$ cat config.mk
export PLATFORM = sky130hd
export DESIGN_NAME = fetch_hazard_ctrl
export DESIGN_NICKNAME = d
export VERILOG_FILES = /design/src/rtl/fetch_hazard_ctrl.sv
export SDC_FILE = /design/constraint.sdc
export NUM_CORES = 1
export LEC_CHECK = 0
export ABC_AREA = 1
export BUFFER_PORTS_ARGS = -buffer_cell sky130_fd_sc_hd__buf_2
export CORE_MARGIN = 5
export CORE_UTILIZATION = 40
export CTS_BUF_LIST = sky130_fd_sc_hd__clkbuf_4 sky130_fd_sc_hd__clkbuf_8 sky130_fd_sc_hd__clkbuf_16
export DETAILED_ROUTE_END_ITERATION = 6
export PLACE_DENSITY = 0.63
export SYNTH_ARGS = -nofsm -noshare
export SYNTH_HDL_FRONTEND = slang
export SYNTH_SLANG_ARGS = --single-unit
$ cat constraint.sdc
create_clock -name I_CLOCK -period 3.7 [get_ports I_CLOCK]
set_clock_uncertainty 0.2 [all_clocks]
set_input_delay 0.74 -clock I_CLOCK [delete_from_list [all_inputs] [get_ports I_CLOCK]]
set_output_delay 0.74 -clock I_CLOCK [all_outputs]
set_load 0.1 [all_outputs]
$ cat src/rtl/fetch_hazard_ctrl.sv
// fetch_hazard_ctrl: Fetch-stage sequencer arbitrating redirects, stalls, post-redirect bubbles and a branch watchdog.
//   In : I_CLOCK, I_RESET, I_BranchStallSignal, I_DepStallSignal, I_GPUStallSignal, I_BranchAddrSelect, I_BranchPC
//   Out: O_PCSel, O_IRSel, O_FE_Valid (combinational); O_RedirectPC, O_State, O_StallCount, O_BranchTimeout (registered)
module fetch_hazard_ctrl #(
    parameter int PC_WIDTH       = 16,
    parameter int BRANCH_BUBBLES = 2,
    parameter int BR_TIMEOUT     = 15,
    parameter int CNT_WIDTH      = 16
) (
    input  logic                 I_CLOCK,
    input  logic                 I_RESET,
    input  logic                 I_BranchStallSignal,
    input  logic                 I_DepStallSignal,
    input  logic                 I_GPUStallSignal,
    input  logic                 I_BranchAddrSelect,
    input  logic [PC_WIDTH-1:0]  I_BranchPC,
    output logic [1:0]           O_PCSel,
    output logic [1:0]           O_IRSel,
    output logic                 O_FE_Valid,
    output logic [PC_WIDTH-1:0]  O_RedirectPC,
    output logic [1:0]           O_State,
    output logic [CNT_WIDTH-1:0] O_StallCount,
    output logic                 O_BranchTimeout
);
    typedef enum logic [1:0] {RUN = 2'd0, BR_WAIT = 2'd1, BUBBLE = 2'd2} state_t;
    state_t     state;
    logic [2:0] bub_cnt;
    logic [7:0] wd;
    logic       stall;
    logic       fetch;
    logic [7:0] wd_inc;
    logic       wd_fire;
    assign stall   = I_GPUStallSignal | I_DepStallSignal;
    assign fetch   = state == RUN && !I_BranchStallSignal;
    assign wd_inc  = wd + 8'd1;
    // The watchdog fires on the edge that completes the BR_TIMEOUT-th wait cycle; a redirect beats it.
    assign wd_fire = state == BR_WAIT && !I_BranchAddrSelect && wd_inc == 8'(BR_TIMEOUT);
    assign O_State = state;
    always_comb begin
        O_PCSel    = I_RESET ? 2'd0 : I_BranchAddrSelect ? 2'd2 : stall ? 2'd1 : fetch ? 2'd0 : 2'd1;
        O_IRSel    = I_RESET ? 2'd0 : I_BranchAddrSelect ? 2'd2 : stall ? 2'd1 : fetch ? 2'd0 : 2'd2;
        O_FE_Valid = !I_RESET && !I_BranchAddrSelect && (stall || fetch);
    end
    always_ff @(posedge I_CLOCK) begin
        if (I_RESET) begin
            state           <= RUN;
            bub_cnt         <= '0;
            wd              <= '0;
            O_RedirectPC    <= '0;
            O_StallCount    <= '0;
            O_BranchTimeout <= 1'b0;
        end else begin
            if (O_PCSel != 2'd0 && O_StallCount != '1)
                O_StallCount <= O_StallCount + 1'b1;
            if (I_BranchAddrSelect) begin
                O_RedirectPC <= I_BranchPC;
                wd           <= '0;
                bub_cnt      <= 3'(BRANCH_BUBBLES);
                state        <= BRANCH_BUBBLES > 0 ? BUBBLE : RUN;
            end else begin
                // The watchdog keeps running while a stall freezes the rest of the sequencer.
                if (state == BR_WAIT)
                    wd <= wd_fire ? 8'd0 : wd_inc;
                if (wd_fire) begin
                    O_BranchTimeout <= 1'b1;
                    state           <= RUN;
                end else if (!stall) begin
                    if (state == RUN && I_BranchStallSignal) begin
                        state <= BR_WAIT;
                        wd    <= '0;
                    end
                    if (state == BUBBLE) begin
                        bub_cnt <= bub_cnt - 3'd1;
                        if (bub_cnt <= 3'd1)
                            state <= RUN;
                    end
                end
            end
        end
    end
endmodule
==> flow_metrics.tcl <==
set metrics [dict create \
    outcome "complete, no violations" \
    leakage_nw 1.16 \
    cap_violations 0 \
    synthArstFlopShare_pct 0 \
    clk_pin_slew_ns 0.09 \
    syn2layout_area_growth_pct 24.3 \
    setup_viol 0 \
    grt_first_pass_wirelength_mm 8.96 \
    grt_start_max_net_pins 23 \
    hold_buffers 0 \
    routabilityCongestion 0.819 \
    synthTopCellsByArea "dfxtp_1, nand2_1, a22o_1" \
    insertion_delay_ns 0.30 \
    post-route-period-util_pct 77.8 \
    finalCriticalPeriod_ns 2.88 \
    initial_core_util_pct 40.7 \
    power_density_nw_per_um2 424 \
    top_level_ports 62 \
    dp_hpwl_mm 3.74 \
    maxSlewHeadroom_pct 67.6 \
    rsz0062_at_grt "false" \
    post_cts_resized 0 \
    cts_tree "done" \
    die_h_um 84.7 \
    synth-seq-cells 46 \
    final_cells 431 \
    final_common_cell "nand2_1" \
    critPathCaptureType "output pin" \
    cp-start-kind "input pin" \
    drv_slew 0 \
    postSynthNetCount 322 \
    dr.pass1.iters 4 \
    final_nets 384 \
    syn_avg_cell_area_um2 7.53 \
    dpl.cell_count 423 \
    drcViolationCount 0 \
    die_w_um 84.7 \
    portBuffers 61 \
    cts_max_level 2 \
    ir_worst_vdd_mv 0.227 \
    hold_viol 0 \
    yosysTopAreaCellShare_pct 41.3 \
    die-area_um2 7170 \
    drive_gt1_share_pct 24.5 \
    antenna_cells 0 \
    grt_pass1_vias 1923 \
    via_per_inst 4.83 \
    coreArea_um2 5470 \
    tightest_slew_ns 0.489 \
    synth-main-ff-cell "dfxtp_1" \
    slowest_stage "buf_4" \
    clockRootBuffer "clkbuf_8" \
    cts_setup_buffers 0 \
    cts_buffer_depth 2 \
    numCtsBuffers 5 \
    hp-class "flop to flop" \
    cp_max_fo 22 \
    crit_required_ns 2.76 \
    drtIter0Drc 79 \
    final_cell_mix "nand2_1, buf_2, dfxtp_1" \
    synth_edf_count 0 \
    synthesis.area_um2 2230 \
    grt_use_total_pct 15.0 \
    crit_path_cell_trace "buf_2 > nor2_1 > buf_4 > inv_1 > a21oi_1 > buf_12" \
    fmax_mhz 347 \
    syn_inst 296 \
    overflow 0 \
    final_util_pct 50.6 \
    vias 2081 \
    routedWlPerCell_um 11.8 \
    cts.sinks 46 \
    cp.arrival_ns 1.94 \
    routed_wl_mm 5.09 \
    antenna_found_initial 0 \
    slowest_delay_ns 0.25 \
    path_class "input pin to output pin" \
    yosysWarningCount 0 \
    drtAntennaViolNets 0 \
    yosysTopAreaCell "dfxtp_1" \
    ys_seq_area_share_pct 41.3 \
    setup_tns_ns 0 \
    synth_cell_types 30 \
    rows 27 \
]
area by class of cell:
type	count	area (um2)
Clock buffer	5	68.8
Clock inverter	3	68.8
Fill cell	563	2700
Inverter	30	113
Multi-Input combinational cell	212	1140
Sequential cell	46	921
Tap cell	72	90.1
Timing Repair Buffer	63	365
where the power goes:
group	switching, mW	internal (mW)
clock	0.174	0.271
sequential	0.0100	0.510
combinational	0.168	0.0427
logic make-up after synthesis:
| group | share of synthesized area (%) |
|---|---|
| xor gates and xnor gates | 5.11 |
| DFF | 41.3 |
| and+or+nand+nor | 27.2 |
| adders and majority gates | 2.24 |
| buffers and inverters | 7.35 |
| AOI/OAI and AO/OA | 16.8 |
worst max-delay path: cells and delay by family:
family	cells	cell delay, ns
simple gates	1	0.14
compound gates	1	0.23
buf+inv	4	0.82
synthesized netlist by cell type, types with 7 or more instances:
| library cell | n |
|---|---|
| o21ai_0 | 7 |
| a21oi_2 | 8 |
| a21oi_1 | 19 |
| xor2_1 | 9 |
| dfxtp_1 | 46 |
| inv_1 | 29 |
| nand3_1 | 13 |
| a22o_1 | 16 |
| nand2_1 | 76 |
| nor2_1 | 34 |
path summary, 6_finish.rpt:
path | start | endpoint | slack [ns] | cells past startpoint
max | I_RESET | O_PCSel[0] | 0.82 | 6
min | bub_cnt[0] | bub_cnt[0] | 0.25 | 1
max reg2reg | O_StallCount[1] | O_StallCount[14] | 1.67 | 8
min reg2reg | bub_cnt[0] | bub_cnt[0] | 0.25 | 1
sequential cells by signal (all words and copies together) (netlist names):
register         count
O_State              2
O_StallCount        16
O_RedirectPC        16
O_BranchTimeout      1
bub_cnt              3
wd                   8
layer usage:
metal	wire length [um]	share of wire, %	track usage (%)
met5	0	0	0
met4	65	1.3	4.75
met3	268	5.3	3.83
met2	2220	44	23.6
met1	2540	50	20.2
through the flow:
stage / instance area [um2] / hold slack [ns] / setup WS (ns) / power [mW]
floorplan: 2230 / 0.223 / 0.0687 / 0.699
global placement: 2630 / 0.233 / 0.827 / 0.743
detailed placement: 2630 / 0.241 / 0.812 / 0.743
CTS: 2770 / 0.254 / 0.811 / 1.19
global route: 2770 / 0.294 / 0.738 / 1.23
finish: 2770 / 0.253 / 0.821 / 1.18
Power figures use the tool's default switching activity.
